===== src/rtl/branch_redirect_ctrl.sv =====
// Front-end recovery sequencer for branch mispredicts and exception redirects.
// On an accepted event it flushes decode/issue for one cycle, offers the
// redirect target to fetch over a valid/ready handshake, then holds issue
// stalled until fetch returns the first instruction at that target. If that
// instruction does not arrive within REFILL_TIMEOUT cycles, the redirect is
// offered again.
//
// Ports:
//   clk, rst_n                  clock, asynchronous active-low reset
//   mispredict_valid_i/target_i mispredict strobe and correct target
//   exception_valid_i/vector_i  exception redirect strobe and trap vector
//   flush_o                     one-cycle kill of younger decode/issue state
//   stall_issue_o               issue blocked while recovery is in progress
//   fetch_redirect_valid_o/addr_o/ready_i  redirect handshake to fetch
//   fetch_instr_valid_i/addr_i  instruction presented by fetch to decode
//   timeout_error_o             one-cycle pulse when a refill timeout re-issues
//   redirect_count_o            completed recoveries, saturating
module branch_redirect_ctrl #(
  parameter int unsigned ALEN           = 32,
  parameter int unsigned REFILL_TIMEOUT = 15
) (
  input  logic            clk,
  input  logic            rst_n,
  input  logic            mispredict_valid_i,
  input  logic [ALEN-1:0] mispredict_target_i,
  input  logic            exception_valid_i,
  input  logic [ALEN-1:0] exception_vector_i,
  output logic            flush_o,
  output logic            stall_issue_o,
  output logic            fetch_redirect_valid_o,
  output logic [ALEN-1:0] fetch_redirect_addr_o,
  input  logic            fetch_redirect_ready_i,
  input  logic            fetch_instr_valid_i,
  input  logic [ALEN-1:0] fetch_instr_addr_i,
  output logic            timeout_error_o,
  output logic [15:0]     redirect_count_o
);

  typedef enum logic [1:0] {StIdle, StFlush, StRedirect, StRefill} state_e;

  state_e          state_q, state_d;
  logic [ALEN-1:0] target_q, target_d;
  logic [7:0]      tmo_cnt_q, tmo_cnt_d;
  logic            timeout_q, timeout_d;
  logic [15:0]     redirect_count_q, redirect_count_d;
  logic [7:0]      tmo_cnt_inc;

  assign tmo_cnt_inc = tmo_cnt_q + 8'd1;

  always_comb begin
    state_d          = state_q;
    target_d         = target_q;
    tmo_cnt_d        = tmo_cnt_q;
    timeout_d        = 1'b0;
    redirect_count_d = redirect_count_q;

    unique case (state_q)
      StIdle: begin
        if (exception_valid_i) begin
          target_d = exception_vector_i;
          state_d  = StFlush;
        end else if (mispredict_valid_i) begin
          target_d = mispredict_target_i;
          state_d  = StFlush;
        end
      end
      StFlush: state_d = StRedirect;
      StRedirect: begin
        if (fetch_redirect_ready_i) begin
          state_d   = StRefill;
          tmo_cnt_d = 8'd0;
        end
      end
      StRefill: begin
        tmo_cnt_d = tmo_cnt_inc;
        if (fetch_instr_valid_i && (fetch_instr_addr_i == target_q)) begin
          state_d          = StIdle;
          redirect_count_d = (redirect_count_q == 16'hFFFF) ? redirect_count_q
                                                            : redirect_count_q + 16'd1;
        end else if (tmo_cnt_inc == 8'(REFILL_TIMEOUT)) begin
          state_d   = StRedirect;
          timeout_d = 1'b1;
        end
      end
      default: state_d = StIdle;
    endcase

    // An exception mid-recovery overrides everything decided above, including
    // a same-cycle handshake, refill match or timeout.
    if ((state_q != StIdle) && exception_valid_i) begin
      state_d          = StFlush;
      target_d         = exception_vector_i;
      timeout_d        = 1'b0;
      redirect_count_d = redirect_count_q;
    end
  end

  always_ff @(posedge clk or negedge rst_n) begin
    if (!rst_n) begin
      state_q          <= StIdle;
      target_q         <= '0;
      tmo_cnt_q        <= 8'd0;
      timeout_q        <= 1'b0;
      redirect_count_q <= 16'd0;
    end else begin
      state_q          <= state_d;
      target_q         <= target_d;
      tmo_cnt_q        <= tmo_cnt_d;
      timeout_q        <= timeout_d;
      redirect_count_q <= redirect_count_d;
    end
  end

  // All outputs decode straight from registers.
  assign flush_o                = (state_q == StFlush);
  assign stall_issue_o          = (state_q != StIdle);
  assign fetch_redirect_valid_o = (state_q == StRedirect);
  assign fetch_redirect_addr_o  = target_q;
  assign timeout_error_o        = timeout_q;
  assign redirect_count_o       = redirect_count_q;

endmodule


===== config.mk =====
export PLATFORM = sky130hd
export DESIGN_NAME = branch_redirect_ctrl
export DESIGN_NICKNAME = d
export VERILOG_FILES = /design/src/rtl/branch_redirect_ctrl.sv
export SDC_FILE = /design/constraint.sdc
export NUM_CORES = 1
export LEC_CHECK = 0
export ABC_CLOCK_PERIOD_IN_PS = 2050
export CORE_MARGIN = 4
export CORE_UTILIZATION = 32
export DETAILED_ROUTE_END_ITERATION = 7
export GPL_TIMING_DRIVEN = 0
export PLACE_DENSITY = 0.69
export SLEW_MARGIN = 20
export SYNTH_ARGS = -nofsm -noshare
export SYNTH_HDL_FRONTEND = slang
export SYNTH_SLANG_ARGS = --single-unit

===== constraint.sdc =====
create_clock -name clk -period 2.05 [get_ports clk]
set_clock_uncertainty 0.1 [all_clocks]
set_input_delay 0.41 -clock clk [delete_from_list [all_inputs] [get_ports clk]]
set_output_delay 0.41 -clock clk [all_outputs]
set_load 0.05 [all_outputs]

* Word-level counts from Yosys, hierarchy flattened
Index checks and enable logic that the tools add are counted.
** Word-level totals
- Register bits :: 59
- Logic and storage cells :: 47
- Output and inout port bits :: 52
** Operators by class
- Bitwise gates (word level) :: 2
- Eq/ne operators :: 10
- $add $sub $neg :: 2
- Reduce and logical (&&, ||, !) cells :: 11
- Mux-type cells :: 17
** Operators with widths (number)
- $mux 32 :: 4
- $eq 32x32->1 :: 1
- $add 16x1->16 const B :: 1
- $eq 16x16->1 const B :: 1
- $pmux 8 s2 :: 1
- $mux 2 :: 6
- $add 8x1->8 const B :: 1
- $eq 8x4->1 const B :: 1
- $mux 8 :: 1
- $ne 4x4->1 const B :: 2
- $pmux 2 s4 :: 1
- $reduce_bool 2->1 :: 3
- $eq 2x2->1 const B :: 2
- $mux 1 :: 4
- $reduce_and 2->1 :: 2
- $reduce_and 4->1 :: 1
- $ne 3x1->1 const B :: 1
- $reduce_and 3->1 :: 1
- $reduce_bool 3->1 :: 1
- $eq 2x1->1 const B :: 1
- $logic_and 1x1->1 :: 2
- $logic_not 2->1 :: 1
- $ne 2x1->1 const B :: 1
- $not 1->1 :: 2

* Logic depth before layout (Yosys ltp)
- Depth in word-level cells :: 6
- Depth in mapped cells :: 7

* Worst setup path before layout
OpenSTA, ideal clock, no wires.
- Kind :: flip-flop to flip-flop
- Start point :: reg target_q[24], in the netlist fetch_redirect_addr_o[24]
- End point :: reg state_q[0]
- Data arrival time :: 2238 ps
- Library setup time :: 122 ps
- Stages on the path, launching flop included :: 7
- Slack :: -409 ps
- Period minus slack after synthesis :: 2459 ps
- Path through :: dfrtp_1 > xor2_1 > or4_1 > or4b_1 > nor4_2 > and4_1 > o21ai_1
** Between the ends
- Word-level cells in the longest chain between the ends :: 5
- Elaborated cells on any way between the ends :: 7
** Ends and longest elaborated chain
- start, declared :: line 42 : logic [ALEN-1:0] target_q, target_d;
- start signal, assigned :: line 107 : target_q <= target_d;
- $eq 32x32->1 (*) :: line 76 : if (fetch_instr_valid_i && (fetch_instr_addr_i == target_q)) begin
- $logic_and 1x1->1 (*) :: line 76
- $mux 2 :: line 76
- $pmux 2 s4 :: line 57 : unique case (state_q)
- $mux 2 :: line 90 : if ((state_q != StIdle) && exception_valid_i) begin
- end signal, assigned :: line 100 : state_q <= StIdle;
- end signal, assigned :: line 106 : state_q <= state_d;
- end, declared :: line 41 : state_e state_q, state_d;
Mark *: on every way between the ends. The rest lies on a longest branch, timed or not.
A chain may end at the register's enable or synchronous reset.

* Worst setup path after layout
- Start point :: reg target_q[24], in the netlist fetch_redirect_addr_o[24]
- End point :: reg timeout_q, in the netlist timeout_error_o
** Between the ends
- Word-level cells in the longest chain between the ends :: 5
** Ends and longest elaborated chain
- $eq 32x32->1 :: line 76
- $logic_and 1x1->1 :: line 76
- $mux 1 :: line 76
- $mux 1 :: line 57
- $mux 1 :: line 90
- named net timeout_d :: line 44 : logic timeout_q, timeout_d;
- end signal, assigned :: line 109 : timeout_q <= timeout_d;
- end, declared :: line 44
The timed path passes the listed nets, and every way through them passes these cells.

==> reports/results.txt <==
critical path startpoint: fetch_redirect_addr_o[24]
number of diodes: 0
Arrival @ worst endpoint: 2470 ps
Synth-to-Final Area Change: 71.1%
die width: 112 µm
Post-Synthesis Cells: 355
vias per cell: 4.94
die height: 112 µm
final hold vios: 0
Distinct cells, synth: 45
violated checks: setup timing
Max Slew Vio Count: 0
# IOs: 154
Starting Density: 33.1%
hold crit path type: flip-flop to flip-flop
CTS root buf: clkbuf_8
Post-synth EDFFs: 0
clock latency on the worst-skew pair: 350 ps
Setup WS post-layout: -308 ps
CP top delay family: simple AND/OR/NAND/NOR gates
Syn Nets: 460
via count: 3392
r2r endpoint: timeout_error_o
CTS max path bufs: 2
Worst path depth: 6
warnings from Yosys: 0
CP Buf/Inv Count: 0
Final min period: 2360 ps
GRT overflow: 0
total power: 3.69 mW
CTS Buf Count: 9
CP Max Fanout: 2
Top FF cell, synth: dfrtp_1
worst r2r path cells: 6
initial antenna violation count: 0
outcome: complete, but fails checks
CP Class: flip-flop to flip-flop
most frequent cells in the layout: clkdlybuf4s50_1, dlygate4sd2_1, nand2_1
Rows: 37
Worst Max-Slew Pin Slew: 808 ps
input/output buffers: 152
per-cell routed wire length: 16.7 µm
die area: 0.0124 mm²
Core ar.: 0.0104 mm²
crit-path max cell delay: 550 ps
Post-synth ARST share: 100%
first-pass GRT wire length: 18000 µm
DRT antenna net count: 0
most common cell after layout, fill and taps aside: clkdlybuf4s50_1
Nets: 651
Placer Congestion: 0.823
RSZ-0062 raised after global routing: true
Yosys top cell area share: 43.1%
drt pass-1 iters: 4
Layout Utilization: 56.6%
WP data required: 2160 ps
flops & latches, synth: 59
relative slew slack: 46.1%
pre-CTS setup slack: -806 ps
DRC errors left: 0
H-tree level count: 3
wirelength, routed: 11400 µm
clk sinks: 59
period utilization: 115%
gr usage total: 18.3%
Clk pin slew, worst setup/hold paths: 70 ps
Leakage Power: 2.81 nW
layout cells sized above 1: 23.4%
top cells by area, synth: dfrtp_1, mux2i_1, xor2_1
Peak supply drop: 314 µV
HPWL Detailed: 8770 µm
area of the mapped netlist: 0.00343 mm²
largest net degree at the start of global routing: 33
CP max stage cell: or4b_4
Seq/Total Area, Yosys: 43.1%
Fmax: 424 MHz
CP startpoint kind: flip-flop
kind of end point of the critical path: flip-flop
vias in the first global route: 3598
FF-to-FF Start: fetch_redirect_addr_o[24]
power density over the cells: 629 mW/mm²
Reg2Reg Setup Slack: -310 ps
final setup violation count: 12
crit-path cells: xor2_2 -> or4_1 -> or4b_4 -> nor4_4 -> and4_4 -> nor4_1
post-synthesis area per instance: 9.66 µm²
DRT iter0 DRCs: 94
TritonCTS clock tree: built
Yosys top cell by area: dfrtp_1
MaxCap Viol Count: 0
capture point of the worst path: timeout_error_o
[synthesized netlist by cell type, types with 8 or more instances]
master,number
o21ai_1,45
mux2i_1,33
nor3_2,8
nand4_1,8
nor2_1,9
nor3_1,8
dfrtp_1,59
xnor2_1,11
nand3_1,11
nand2_1,46
nand2b_1,9
xor2_1,28
[area by class of cell]
cell class                 instances  area (µm²)
buffer                            16         108
sequential                        59        1520
multi-input combinational        273        2090
clock inverter                     4        47.5
timing repair buffer             180        1740
clock buffer                      12         165
fill                             958        4500
tap                              136         170
inverter                           7        26.3
[repair_timing]
item	CTS	global route
hold endpoints to repair	27	0
gates cloned	2	0
pin swaps	14	3
setup endpoints to repair	99	26
gates resized for setup	94	10
setup buffers	15	9
hold buffers	1	0
[worst register-to-register path, stage by stage (launching register included)]
cell,delay (ps)
dfrtp_2,430
xor2_2,170
or4_1,520
or4b_4,550
nor4_4,140
and4_4,270
nor4_1,50
[stage by stage]
step	hold WS (ps)	cell area (µm²)	setup TNS, ps	cells
finish	379	5870	-933	687
global route	396	5870	-3200	687
CTS	375	5780	-821	678
detailed placement	261	5230	-25280	644
global placement	361	5220	-118480	643
floorplan	14.4	3520	-1370	355
[metal layers]
| metal | track usage, % | wire length (µm) | part of all wire, % |
|---|---|---|---|
| met1 | 18.8 | 4180 | 36 |
| met2 | 33.7 | 5970 | 52 |
| met3 | 7.45 | 1110 | 9.7 |
| met4 | 5.92 | 194 | 1.7 |
| met5 | 0 | 0 | 0 |
[sequential cells by signal (all words and copies together), names as in the netlist]
| signal | flops |
|---|---|
| fetch_redirect_addr_o | 32 |
| redirect_count_o | 16 |
| tmo_cnt_q | 8 |
| state_q | 2 |
| timeout_error_o | 1 |
[power breakdown]
group | switching [mW] | leakage [nW] | internal, mW
registers | 0.125 | 0.715 | 1.28
clock network | 0.474 | 0.108 | 0.656
logic | 0.675 | 1.98 | 0.479
[how the worst min path moves through the flow]
stage / startpoint / to / slack [ps] / cells past startpoint
after CTS: redirect_count_o[9] / redirect_count_o[9] / 370 / 1
after global placement: redirect_count_o[9] / redirect_count_o[9] / 360 / 1
after detailed placement: rst_n / fetch_redirect_addr_o[7] / 260 / 1
final: redirect_count_o[14] / redirect_count_o[14] / 380 / 1
after global routing: redirect_count_o[14] / redirect_count_o[14] / 400 / 1
after floorplan: rst_n / fetch_redirect_addr_o[0] / 10 / 0
[cells by family (layout without fill, tap and decap cells)]
| family | count (synthesis) | in the layout | share of synthesized area [%] |
|---|---|---|---|
| AOI/OAI and AO/OA | 58 | 58 | 9.12 |
| muxes | 35 | 35 | 10.3 |
| DFF | 59 | 59 | 43.1 |
| buffers and inverters | 23 | 219 | 3.14 |
| adders and majority gates | 3 | 3 | 1.10 |
| and+or+nand+nor | 138 | 138 | 23.3 |
| xor gates and xnor gates | 39 | 39 | 9.96 |
Note: power is estimated with default switching activity, not from simulation.
